### src/rtl/program_loader_if.sv
// rtl/program_loader_if.sv - byte stream in and RAM write port of the program loader
interface program_loader_if #(
    parameter int ADDR_WIDTH = 4,
    parameter int DATA_WIDTH = 8
);
    logic                  in_valid;
    logic [DATA_WIDTH-1:0] in_data;
    logic                  in_ready;
    logic                  ram_we;
    logic [ADDR_WIDTH-1:0] ram_addr;
    logic [DATA_WIDTH-1:0] ram_wdata;

    // master: byte source and RAM side; slave: the loader itself
    modport master (
        output in_valid, in_data,
        input  in_ready, ram_we, ram_addr, ram_wdata
    );

    modport slave (
        input  in_valid, in_data,
        output in_ready, ram_we, ram_addr, ram_wdata
    );
endinterface

### src/rtl/program_loader.sv
// rtl/program_loader.sv - loads a checksummed image from a byte stream into CPU RAM
module program_loader #(
    parameter int ADDR_WIDTH = 4,
    parameter int DATA_WIDTH = 8,
    parameter int TIMEOUT    = 1000
) (
    input  logic                clk,
    input  logic                rst_n,
    input  logic                start,
    program_loader_if.slave     bus,
    output logic                cpu_hold,
    output logic                busy,
    output logic                done,
    output logic                error
);
    localparam logic [2:0] S_IDLE  = 3'd0;
    localparam logic [2:0] S_RECV  = 3'd1;
    localparam logic [2:0] S_WRITE = 3'd2;
    localparam logic [2:0] S_CHECK = 3'd3;
    localparam logic [2:0] S_DONE  = 3'd4;
    localparam logic [2:0] S_ERROR = 3'd5;

    localparam int TW = $clog2(TIMEOUT + 1);
    localparam logic [ADDR_WIDTH:0] FULL = {1'b1, {ADDR_WIDTH{1'b0}}};
    // Timer also runs through WRITE, so the abort lands TIMEOUT cycles after a handshake
    localparam logic [TW-1:0] TIMER_LAST = TW'(TIMEOUT - 2);

    logic [2:0]            state;
    logic [ADDR_WIDTH:0]   count;
    logic [DATA_WIDTH-1:0] sum;
    logic [DATA_WIDTH-1:0] data_q;
    logic [TW-1:0]         timer;
    logic                  hs;

    assign hs = (state == S_RECV) && bus.in_valid;

    always_ff @(posedge clk) begin
        if (!rst_n) begin
            state  <= S_IDLE;
            count  <= '0;
            sum    <= '0;
            data_q <= '0;
            timer  <= '0;
        end else begin
            case (state)
                S_IDLE, S_DONE, S_ERROR: begin
                    if (start) begin
                        state <= S_RECV;
                        count <= '0;
                        sum   <= '0;
                        timer <= '0;
                    end
                end
                S_RECV: begin
                    if (hs) begin
                        data_q <= bus.in_data;
                        timer  <= '0;
                        state  <= (count == FULL) ? S_CHECK : S_WRITE;
                    end else if (timer == TIMER_LAST) begin
                        state <= S_ERROR;
                    end else begin
                        timer <= timer + TW'(1);
                    end
                end
                S_WRITE: begin
                    sum   <= sum + data_q;
                    count <= count + (ADDR_WIDTH+1)'(1);
                    timer <= timer + TW'(1);
                    state <= S_RECV;
                end
                S_CHECK: begin
                    state <= (data_q == sum) ? S_DONE : S_ERROR;
                end
                default: state <= S_IDLE;
            endcase
        end
    end

    // Every output decodes registered state, so nothing passes straight from inputs
    assign bus.in_ready  = (state == S_RECV);
    assign bus.ram_we    = (state == S_WRITE);
    assign bus.ram_addr  = count[ADDR_WIDTH-1:0];
    assign bus.ram_wdata = data_q;

    assign cpu_hold = (state == S_RECV) || (state == S_WRITE) ||
                      (state == S_CHECK) || (state == S_ERROR);
    assign busy     = (state == S_RECV) || (state == S_WRITE) || (state == S_CHECK);
    assign done     = (state == S_DONE);
    assign error    = (state == S_ERROR);
endmodule

### src/flat_wrapper.sv
// flat-port wrapper written by rule: the top's interface ports become plain ports
module program_loader_flat 
#(
    parameter int ADDR_WIDTH = 4,
    parameter int DATA_WIDTH = 8,
    parameter int TIMEOUT    = 1000
)
  (clk, rst_n, start, cpu_hold, busy, done, error, bus_in_valid, bus_in_data, bus_in_ready, bus_ram_we, bus_ram_addr, bus_ram_wdata);
  program_loader_if #(.ADDR_WIDTH(ADDR_WIDTH), .DATA_WIDTH(DATA_WIDTH)) bus_i ();
  input  logic clk;
  input  logic rst_n;
  input  logic start;
  output logic cpu_hold;
  output logic busy;
  output logic done;
  output logic error;
  input wire logic [$bits(bus_i.in_valid)-1:0] bus_in_valid;
  input wire logic [$bits(bus_i.in_data)-1:0] bus_in_data;
  output wire logic [$bits(bus_i.in_ready)-1:0] bus_in_ready;
  output wire logic [$bits(bus_i.ram_we)-1:0] bus_ram_we;
  output wire logic [$bits(bus_i.ram_addr)-1:0] bus_ram_addr;
  output wire logic [$bits(bus_i.ram_wdata)-1:0] bus_ram_wdata;
  assign bus_i.in_valid = bus_in_valid;
  assign bus_i.in_data = bus_in_data;
  assign bus_in_ready = bus_i.in_ready;
  assign bus_ram_we = bus_i.ram_we;
  assign bus_ram_addr = bus_i.ram_addr;
  assign bus_ram_wdata = bus_i.ram_wdata;
  program_loader #(.ADDR_WIDTH(ADDR_WIDTH), .DATA_WIDTH(DATA_WIDTH), .TIMEOUT(TIMEOUT)) u_core (.clk(clk), .rst_n(rst_n), .start(start), .bus(bus_i), .cpu_hold(cpu_hold), .busy(busy), .done(done), .error(error));
endmodule
### config.mk
export PLATFORM = sky130hd
export DESIGN_NAME = program_loader_flat
export DESIGN_NICKNAME = d
export VERILOG_FILES = /design/src/rtl/program_loader_if.sv /design/src/rtl/program_loader.sv /design/src/flat_wrapper.sv
export SDC_FILE = /design/constraint.sdc
export NUM_CORES = 1
export LEC_CHECK = 0
export CAP_MARGIN = 20
export CORE_ASPECT_RATIO = 1.75
export CORE_MARGIN = 2
export CORE_UTILIZATION = 45
export DETAILED_ROUTE_END_ITERATION = 6
export PLACE_DENSITY = 0.66
export SYNTH_ARGS = -nofsm -noshare
export SYNTH_HDL_FRONTEND = slang
export SYNTH_SLANG_ARGS = --single-unit
### constraint.sdc
create_clock -name clk -period 2.35 [get_ports clk]
set_input_delay 0.47 -clock clk [delete_from_list [all_inputs] [get_ports clk]]
set_output_delay 0.47 -clock clk [all_outputs]
set_load 0.01 [all_outputs]
## Yosys cells after proc, flatten, opt, wreduce, memory -nomap -nowiden

Index checks and enable logic that the tools add are counted.

| operators by class | value |
|---|---|
| add/sub/neg operators | 3 |
| multiply operators | 0 |
| divide/modulo/power cells | 0 |
| $lt $le $gt $ge | 0 |
| equality and inequality tests | 11 |
| shifts and indexed selects | 0 |
| muxes and demuxes | 14 |
| bitwise gates (word level) | 0 |
| reduce and logical (&&, ||, !) cells | 12 |

Operator list:

| operator | number |
|---|---|
| two-way mux 10 bit | 3 |
| case mux 10 bit (3 select lines) | 1 |
| case mux 8 bit (2 select lines) | 1 |
| case mux 3 bit (4 select lines) | 1 |
| adder 10 x 1 -> 10 bit (second input constant) | 1 |
| == test 10 bit (second input constant) | 1 |
| case mux 5 bit (2 select lines) | 1 |
| two-way mux 3 bit | 3 |
| adder 8 bit | 1 |
| == test 8 bit | 1 |
| two-way mux 8 bit | 1 |
| == test 3 x 2 -> 1 bit (second input constant) | 2 |
| == test 3 bit (second input constant) | 2 |
| AND reduction 2 bit | 3 |
| adder 5 x 1 -> 5 bit (second input constant) | 1 |
| == test 5 bit (second input constant) | 1 |
| two-way mux 5 bit | 1 |
| == test 3 x 1 -> 1 bit (second input constant) | 1 |
| zero test 3 bit | 1 |
| logical OR 1 bit | 3 |
| inequality test 3 x 1 -> 1 bit (second input constant) | 1 |
| inequality test 3 x 2 -> 1 bit (second input constant) | 1 |
| AND reduction 3 bit | 1 |
| nonzero test 3 bit | 1 |
| 5 further kinds | 6 |

| word-level totals | value |
|---|---|
| flip-flop bits (word level) | 34 |
| latch bits | 0 |
| memory bits (writable) | 0 |
| ROM bits | 0 |
| input port bits | 12 |
| logic and storage cells | 45 |
| memories | 0 |

## Depth between registers and ports, before layout

Gate-level depths: netlist of run 1.

| logic depth | value |
|---|---|
| depth in word-level cells | 4 |
| gate-level depth with buffers | 9 |

## Least setup slack after synthesis of run 1

Ideal clock, no wire load.

| path | value |
|---|---|
| kind | register to register |
| start | register u_core.data_q[0] (netlist: u_core.bus.ram_wdata[0]) |
| end | register u_core.sum[6] |
| setup time | 0.074 ns |
| data arrival time | 1.641 ns |
| required time | 2.276 ns |
| setup slack | 0.634 ns |
| cell stages (with the launch flop) | 10 |
| cells stage by stage | dfxtp_1 -> ha_1 -> inv_1 -> fa_1 -> nor2b_1 -> o21ai_0 -> nand2b_1 -> a311oi_1 -> xor2_1 -> o21ai_0 |

| on the way | value |
|---|---|
| longest elaborated chain between the ends | 2 |

Ends and longest elaborated chain:

| what | RTL line | RTL |
|---|---|---|
| from (decl) | program_loader.sv:31 | `logic [DATA_WIDTH-1:0] data_q;` |
| from (signal assigned) | program_loader.sv:56 | `data_q <= bus.in_data;` |
| adder 8 bit | program_loader.sv:66 | `sum <= sum + data_q;` |
| case mux 8 bit (2 select lines) | program_loader.sv:45 | `case (state)` |
| to (signal assigned) | program_loader.sv:66 |  |
| to (decl) | program_loader.sv:30 | `logic [DATA_WIDTH-1:0] sum;` |

No other way between the ends.
A chain may end at the register's enable or synchronous reset.

## Worst setup path after layout of run 1

| path | value |
|---|---|
| start | register u_core.state[2] |
| end | output bus_in_ready |

| on the way | value |
|---|---|
| longest elaborated chain between the ends | 1 |

Ends and longest elaborated chain:

| what | RTL line | RTL |
|---|---|---|
| from (decl) | program_loader.sv:28 | `logic [2:0] state;` |
| from (signal assigned) | program_loader.sv:58 | `state <= (count == FULL) ? S_CHECK : S_WRITE;` |
| from (signal assigned) | program_loader.sv:72 | `state <= (data_q == sum) ? S_DONE : S_ERROR;` |
| == test 3 x 1 -> 1 bit | program_loader.sv:80 | `assign bus.in_ready = (state == S_RECV);` |
| to (decl) | flat_wrapper.sv:19 | `output wire logic [$bits(bus_i.in_ready)-1:0] bus_in_ready;` |

No other way between the ends.

==> flow_summary_export.csv, run 1 <==
group,metric,value,unit
status,outcome,"complete, no violations",
synthesis,synth_flop_cell,"dfxtp_1",
clocking,worst_skew_pair.late_latency,0.29,ns
final_layout,area_growth,24.9,%
sta,skew,0.00768,ns
synthesis,avgSynthCellArea,8.08,sq um
critical_path,critical_path_class,"reg2out",
placement,port_buffers,29,
power_and_ir_drop,sw_frac_of_total,25.0,%
route,first_pass_iters,4,
power_and_ir_drop,power_density,575,mW/mm^2
critical_path,worst_setup_path_end_kind,"output pin",
global_routing,grt_pass1_wl,6730,um
sta,worst_pin_slew,0.531,ns
floorplan,die_w,52.0,um
sta,slew_viol_final,0,
critical_path,critPathRequiredTime,1.88,ns
hold_path,hp-class,"reg2reg",
sta,setup_violations,0,
sta,holdWs,0.449,ns
final_layout,fin_area,0.00226,sq mm
synthesis,synthAdderAreaFrac,8.71,%
route,drt_iter0_drc,25,
synthesis,yosys.area.top_type_share,37.6,%
sta,fin_tns_setup,0,ns
synthesis,synth_top_family_by_area,"simple AND/OR/NAND/NOR gates",
synthesis,synth_top_cell_by_area,"dfxtp_1",
synthesis,synth_mux_area_share,1.66,%
final_layout,fill_cells,352,
global_routing,grt_use_total,20.0,%
synthesis,syn_area,0.00181,sq mm
final_layout,post-route-util,58.5,%
global_routing,antenna_found_initial,0,
synthesis,ys_seq_area_share,37.6,%
clocking,cts_root_buf,"clkbuf_8",
placement,pre_cts_ws,0.0732,ns
final_layout,drive_above_1_share,6.98,%
clocking,cts_buffers,5,
clocking,h-tree-depth,2,
critical_path,start_kind,"register",
sta,setup_slack,0.201,ns
floorplan,num_rows,30,
power_and_ir_drop,p_int,976,uW
synthesis,yosysUniqueCellTypes,40,
route,vias,1632,
synthesis,synth_area_leaders,"dfxtp_1 (38%), ha_1 (7.6%), nand2_1 (6.0%)",
sta,rsz0062_at_grt,"no",
synthesis,yosysMostFrequentCell,"dfxtp_1",
route,wl_per_cell,13.4,um
synthesis,yosys.area_share.simple,25.1,%
global_routing,grt_max_degree,16,
clocking,ctsHoldBuffers,0,
floorplan,dieArea,0.00457,sq mm
sta,hold_violations,0,
sta,fmax,465,MHz
placement,gp_congestion,0.817,
synthesis,yosysWarningCount,0,
synthesis,syn_nets,248,
sta,fin_crit_sh,91.4,%
final_layout,n_antenna_cell,0,
sta,period_needed,2.15,ns
clocking,cts_tree,"built",
critical_path,worstPathMaxFanout,6,
power_and_ir_drop,power_leakage,0.878,nW
floorplan,initial_core_util,46.8,%
clocking,post_cts_buffers,0,
route,vias_per_cell,5.33,
global_routing,overflow,0,
route,wl,4110,um
sta,max-slew-margin-rel,64.5,%
placement,dpl.cell_count,298,
floorplan,io_pins,30,
flow_run,maxCapViolCount,0,
clocking,cts.clk_slew.worst_paths,0.08,ns
synthesis,async_reset_ff_share,0,%
floorplan,die_y,87.9,um
power_and_ir_drop,power,1.30,mW
clocking,cts_buffer_depth,2,
synthesis,synth_xor_area_share,6.77,%
floorplan,core-area,0.00387,sq mm
synthesis,ys_top_cells_by_count,"dfxtp_1 (34), nand2_1 (29), nor2_1 (28), a21oi_1 (21), xor2_1 (12)",
placement,placed_cell_area,0.00215,sq mm
power_and_ir_drop,switching_power,326,uW
clocking,cts.repair.resized,0,
global_routing,grt_pass1_vias,1529,
placement,hpwl,3040,um
route,ant_nets,0,
final_layout,nets,281,
synthesis,syn_inst,224,
final_layout,fin_cells,306,
power_and_ir_drop,power_frac_clock,41.5,%
power_and_ir_drop,seq_power_share,46.1,%
synthesis,synth_compound_area_share,14.1,%
critical_path,crit_arrival,1.68,ns
synthesis,synth_edf_count,0,
power_and_ir_drop,pwr-share-comb,12.3,%
synthesis,ys_seq_elements,34,
clocking,cts.sinks,34,
power_and_ir_drop,max-vdd-ir-drop,0.000423,V
route,drc,0,
[sequential cells by signal, summed over array words and instances, names as in the netlist]
| register | count |
|---|---|
| u_core.state | 3 |
| u_core.sum | 8 |
| u_core.timer | 10 |
| u_core.count | 5 |
| u_core.bus.ram_wdata | 8 |
[kinds of logic after synthesis]
logic type / after synthesis
buffers and inverters: 22
muxes: 3
and+or+nand+nor: 96
AOI/OAI and AO/OA: 43
DFF: 34
xor gates and xnor gates: 14
adders and majority gates: 12
[cells in the final DEF (no fill, tap or decap), types with 2 or more instances in the layout]
cell type         n
nor2_1           28
xnor2_1           2
o21ai_0           8
xor2_1           12
mux2i_1           3
nand3_1           8
clkdlybuf4s50_1  29
a22oi_1           4
nand2_1          29
nor3_1            4
buf_4             8
dfxtp_1          33
ha_1             11
and3_1            2
clkbuf_8          5
or3_1             2
inv_1            10
and2_1            3
clkinv_2          2
nand4_1           9
a21oi_1          21
nor2b_1           3
nor3b_1           2
nand2b_1          2
[critical path: stages, from the launching register on]
cell,delay (ns)
dfxtp_1,0.35
nand2b_1,0.24
nor2_1,0.22
clkdlybuf4s50_1,0.57
[power by group through the flow]
stage	combinational [mW]	clock, mW	sequential (mW)
4_1_cts	0.162	0.542	0.601
5_1_grt	0.177	0.576	0.603
6_report	0.161	0.540	0.600
2_1_floorplan	0.0899	0	0.613
3_3_place_gp	0.161	0	0.614
3_5_place_dp	0.162	0	0.614
[final cells by class]
type	instances	area, sq um	share of cell area (%)
multi-input cells	168	1020	45.1
flip-flops and latches	34	682	30.1
repair buffers	37	350	15.5
clock buffers	5	68.8	3.04
well taps	48	60.1	2.65
inverters	11	41.3	1.83
clock inverters	3	40.0	1.77
[routing by layer]
layer | up-vias | global-route usage [%] | share of wire, %
li1 | 835 | - | -
met1 | 768 | 20.6 | 40
met2 | 23 | 36.9 | 55
met3 | 6 | 4.78 | 3.1
met4 | 0 | 8.61 | 1.9
met5 | - | 0 | 0
[final timing paths]
| check | slack (ns) | cells past startpoint | end | start |
|---|---|---|---|---|
| setup / recovery | 0.20 | 3 | bus_in_ready | u_core.state[2] |
| hold / removal | 0.45 | 1 | u_core.count[4] | u_core.count[4] |
| setup reg to reg | 0.39 | 8 | u_core.timer[4] | u_core.timer[0] |
| hold reg to reg | 0.45 | 1 | u_core.count[4] | u_core.count[4] |
Note: power is estimated with default switching activity, not from simulation.
==> run 2: changes to the inputs <==
- CORE_MARGIN: 2 -> not set
==> run 2 against run 1 <==
  * Count of clock-buffer cells in the layout up 1
  * First-iteration DRC count fell by 8.0%
  * Non-clock buffer count decreased by 1
  * Clock power rose by 24%
  * Combinational power about the same
  * Worst hold slack better by 0.0040 ns
  * Design area rose by 1.2%
  * Clock skew hardly changed
  * Total power is 10% higher
  * Sequential share of layout area decreased by 0.35 points
  * Core utilization grew 0.68 points
==> flow_summary_export.csv, run 2 (synthesized netlist as in run 1, its figures left out) <==
group,metric,value,unit
global_routing,grt_pass1_wl,6670,um
clocking,cts_root_buf,"clkbuf_8",
final_layout,drive_above_1_share,6.61,%
final_layout,mostFrequentLayoutCell,"dfxtp_1",
sta,fmax,467,MHz
power_and_ir_drop,power_density,625,mW/mm^2
sta,worst_pin_slew,0.503,ns
floorplan,initial_core_util,46.8,%
critical_path,critical_path_class,"reg2out",
final_layout,final_cell_mix,"dfxtp_1 (33), nand2_1 (29), clkdlybuf4s50_1 (29), nor2_1 (28), a21oi_1 (21)",
global_routing,grt_max_degree,19,
sta,max-slew-margin-rel,66.2,%
power_and_ir_drop,sw_frac_of_total,22.1,%
power_and_ir_drop,power_frac_clock,46.9,%
sta,fin_tns_setup,0,ns
power_and_ir_drop,p_int,1.12,mW
sta,slew_viol_final,0,
clocking,ctsHoldBuffers,0,
floorplan,die_y,85.9,um
placement,port_buffers,29,
sta,setup_slack,0.209,ns
critical_path,r2r_end,"u_core.timer[6]",
critical_path,crit_arrival,1.67,ns
power_and_ir_drop,switching_power,316,uW
hold_path,hp-start,"u_core.count[4]",
final_layout,area_growth,26.4,%
floorplan,io_pins,30,
route,vias_per_cell,5.32,
final_layout,largest_reg_flops,10,
floorplan,core-area,0.00387,sq mm
power_and_ir_drop,max-vdd-ir-drop,0.000482,V
route,wl,4070,um
global_routing,overflow,0,
floorplan,die_w,50.0,um
sta,holdWs,0.453,ns
clocking,cts.repair.resized,0,
critical_path,start_kind,"register",
clocking,cts_buffers,5,
route,drt_iter0_drc,23,
hold_path,whs_path_depth,1,
critical_path,worstPathMaxFanout,6,
route,wl_per_cell,13.3,um
sta,hold_violations,0,
placement,gp_congestion,0.818,
sta,setup_violations,0,
floorplan,num_rows,30,
critical_path,slowest_stage,"clkdlybuf4s50_1",
clocking,cts.sinks,34,
hold_path,hp-class,"reg2reg",
clocking,cts_tree,"built",
placement,pre_cts_ws,0.0927,ns
route,first_pass_iters,4,
sta,rsz0062_at_grt,"no",
power_and_ir_drop,seq_power_share,42.0,%
floorplan,dieArea,0.00429,sq mm
critical_path,ff2ff_setup_slack,0.41,ns
route,vias,1623,
critical_path,worst_setup_path_end_kind,"output pin",
final_layout,post-route-util,59.2,%
clocking,worst_skew_pair.late_latency,0.29,ns
placement,hpwl,2980,um
power_and_ir_drop,pwr-share-comb,11.1,%
status,outcome,"complete, no violations",
critical_path,path_cells,"nand2b_1, nor2_1, clkdlybuf4s50_1",
sta,fin_crit_sh,91.1,%
sta,period_needed,2.14,ns
final_layout,nets,280,
clocking,h-tree-depth,2,
final_layout,n_antenna_cell,0,
hold_path,hold_end,"u_core.count[4]",
critical_path,rr_worst_depth,8,
critical_path,max_stage_delay,0.58,ns
power_and_ir_drop,power_leakage,0.887,nW
critical_path,critPathRequiredTime,1.88,ns
clocking,cts.clk_slew.worst_paths,0.07,ns
global_routing,grt_pass1_vias,1525,
clocking,cts_buffer_depth,2,
global_routing,grt_use_total,20.7,%
route,ant_nets,0,
clocking,post_cts_buffers,0,
final_layout,top_register,"u_core.timer",
sta,skew,0.00752,ns
power_and_ir_drop,power,1.43,mW
global_routing,antenna_found_initial,0,
route,drc,0,
critical_path,rr_startpoint,"u_core.timer[0]",
flow_run,maxCapViolCount,0,
run 2: routing by layer:
metal	GRT usage [%]	vias up	wire, um
met2	39.8	24	2210
met4	8.57	0	70
met3	4.43	7	103
met5	0	-	0
li1	-	835	-
met1	20.5	757	1680
run 2: area by class of cell:
type                    instances  area, sq um
fillers                       357         1580
well taps                      48         60.1
flip-flops and latches         34          682
repair buffers                 36          343
multi-input cells             168         1020
inverters                      11         41.3
clock inverters                 2         60.1
clock buffers                   6         82.6
run 2: metrics by stage:
stage | instances | cell area (sq um)
6_report | 305 | 2290
5_1_grt | 305 | 2290
4_1_cts | 305 | 2290
3_5_place_dp | 297 | 2140
3_3_place_gp | 297 | 2140
2_1_floorplan | 224 | 1810
run 2: power groups by stage:
stage               registers, mW  logic (mW)  clock network [mW]
global placement            0.614       0.160                   0
detailed placement          0.614       0.161                   0
floorplan                   0.613      0.0899                   0
finish                      0.601       0.159               0.671
global route                0.603       0.174               0.718
CTS                         0.601       0.161               0.684
run 2: how the worst max path moves through the flow:
stage / end / startpoint
finish: bus_in_ready / u_core.state[0]
global route: bus_in_ready / u_core.state[0]
CTS: bus_ram_we / u_core.state[1]
detailed placement: u_core.timer[6] / start
global placement: u_core.timer[8] / start
floorplan: u_core.sum[6] / u_core.bus.ram_wdata[0]
run 2: worst max-delay path: cells and delay by family (launching register included):
| kind | cells | cell delay [ns] |
|---|---|---|
| buf+inv | 1 | 0.58 |
| flops | 1 | 0.42 |
| simple gates | 2 | 0.39 |
==> run 3: changes to the inputs <==
--- a/config.mk
+++ b/config.mk
@@ -9,5 +9,6 @@
 export CORE_ASPECT_RATIO = 1.75
+export CORE_MARGIN = 8
 export CORE_UTILIZATION = 45
 export DETAILED_ROUTE_END_ITERATION = 6
-export PLACE_DENSITY = 0.66
+export PLACE_DENSITY = 0.67
 export SYNTH_ARGS = -nofsm -noshare
--- a/constraint.sdc
+++ b/constraint.sdc
@@ -3,2 +3,2 @@
 set_output_delay 0.47 -clock clk [all_outputs]
-set_load 0.01 [all_outputs]
+set_load 0.02 [all_outputs]
==> run 3 against run 2 <==
  * Maximum frequency decreased by 2.1%
  * Clock power increased by 0.9%
  * Worst setup slack got worse by 0.047 ns
  * Largest power group unchanged
  * Non-clock buffer count grew 1
  * Die area increased by 49%
  * Register-to-register slack hardly changed
  * Design area up 0.38%
  * Via count increased by 4.0%
==> flow_summary_export.csv, run 3 (synthesized netlist as in run 1, its figures left out) <==
group,metric,value,unit
route,wl_per_cell,14.3,um
critical_path,rr_worst_depth,7,
floorplan,core-area,0.00387,sq mm
clocking,h-tree-depth,2,
clocking,cts_buffer_depth,2,
route,drc,0,
sta,holdWs,0.447,ns
final_layout,largest_reg_flops,10,
hold_path,hp-class,"reg2reg",
sta,period_needed,2.19,ns
hold_path,whs_path_depth,1,
sta,max-slew-margin-rel,64.5,%
critical_path,crit_arrival,1.72,ns
critical_path,cp_top_family,"buffers and inverters",
sta,rsz0062_at_grt,"no",
critical_path,critPathRequiredTime,1.88,ns
global_routing,grt_use_total,14.4,%
critical_path,path_cells,"nand3_1, inv_1, clkdlybuf4s50_1",
clocking,cts.sinks,34,
placement,dpl.cell_count,298,
route,vias_per_cell,5.52,
route,drt_iter0_drc,44,
critical_path,worstPathMaxFanout,10,
final_layout,top_register,"u_core.timer",
sta,skew,0.00502,ns
final_layout,area_growth,26.9,%
placement,placed_cell_area,0.00215,sq mm
clocking,cts_tree,"built",
sta,worst_pin_slew,0.528,ns
route,first_pass_iters,4,
global_routing,overflow,0,
status,outcome,"complete, no violations",
critical_path,worst_setup_path_end_kind,"output pin",
global_routing,grt_pass1_vias,1672,
floorplan,io_pins,30,
floorplan,dieArea,0.00639,sq mm
final_layout,fin_area,0.00230,sq mm
final_layout,drive_above_1_share,6.59,%
global_routing,grt_pass1_wl,7430,um
final_layout,nets,281,
placement,gp_congestion,0.846,
route,ant_nets,0,
critical_path,slowest_stage,"clkdlybuf4s50_1",
global_routing,grt_max_degree,14,
final_layout,final_cell_mix,"dfxtp_1 (34), nand2_1 (29), nor2_1 (28), clkdlybuf4s50_1 (28), a21oi_1 (21)",
final_layout,n_antenna_cell,0,
route,wl,4370,um
power_and_ir_drop,max-vdd-ir-drop,0.000526,V
power_and_ir_drop,power_leakage,0.905,nW
floorplan,num_rows,30,
final_layout,fill_cells,356,
clocking,cts_root_buf,"clkbuf_8",
critical_path,critical_path_class,"reg2out",
clocking,cts.clk_slew.worst_paths,0.08,ns
floorplan,initial_core_util,46.8,%
power_and_ir_drop,power_density,631,mW/mm^2
global_routing,antenna_found_initial,0,
placement,port_buffers,29,
final_layout,fin_cells,306,
sta,hold_violations,0,
critical_path,max_stage_delay,0.61,ns
clocking,worst_skew_pair.late_latency,0.29,ns
sta,slew_viol_final,0,
sta,fin_tns_setup,0,ns
sta,fmax,457,MHz
power_and_ir_drop,power,1.45,mW
clocking,post_cts_buffers,0,
sta,fin_crit_sh,93.1,%
critical_path,ff2ff_setup_slack,0.40,ns
route,vias,1688,
flow_run,maxCapViolCount,0,
clocking,cts_buffers,5,
critical_path,start_kind,"register",
sta,setup_violations,0,
critical_path,crit_cells,3,
critical_path,path_buf_inv,2,
final_layout,mostFrequentLayoutCell,"dfxtp_1",
floorplan,die_y,99.9,um
floorplan,die_w,64.0,um
placement,hpwl,3200,um
-- run 3: final cells by class --
cell class                      instances  area [sq um]  area share, %
Sequential cell                        34           681           29.6
Timing Repair Buffer                   37           353           15.4
Tap cell                               48          60.1           2.61
Clock inverter                          2          60.1           2.61
Multi-Input combinational cell        168          1020           44.4
Inverter                               11          41.3           1.80
Clock buffer                            6          82.6           3.59
-- run 3: stage by stage --
| stage | utilization, % | setup slack, ns |
|---|---|---|
| 3_5_place_dp | 55.7 | 0.0996 |
| 4_1_cts | 59.4 | 0.126 |
| 6_report | 59.4 | 0.162 |
| 3_3_place_gp | 55.7 | 0.121 |
| 2_1_floorplan | - | 0.547 |
| 5_1_grt | 59.4 | 0.0215 |
-- run 3: worst reg2reg max path: stages (launching register included) --
cell	delay [ns]
dfxtp_1	0.53
buf_4	0.21
or3_1	0.14
o2111ai_1	0.13
a31oi_2	0.45
nand4_1	0.18
xor2_1	0.16
nor2_1	0.05
-- run 3: final timing paths --
kind                                 startpoint         endpoint
worst min-delay path            u_core.count[4]  u_core.count[4]
worst max-delay path            u_core.state[1]       bus_ram_we
worst max register to register  u_core.state[1]  u_core.timer[8]
worst min register to register  u_core.count[4]  u_core.count[4]
-- run 3: repair_timing --
action | CTS | global route
hold buffers | 0 | 0
setup endpoints to repair | 0 | 1
resized for setup | 0 | 1
-- run 3: per-layer routing --
layer / GRT usage, % / vias up / part of all wire [%]
met5: 0 / - / 0
met4: 6.39 / 0 / 2.1
met3: 3.91 / 8 / 3.2
met2: 27.2 / 28 / 54
met1: 13.9 / 815 / 40
li1: - / 837 / -
-- run 3: power by group --
part,internal (mW),total [mW],switching [mW]
logic,0.0759,0.172,0.0962
clock network,0.453,0.677,0.224
registers,0.587,0.600,0.0131
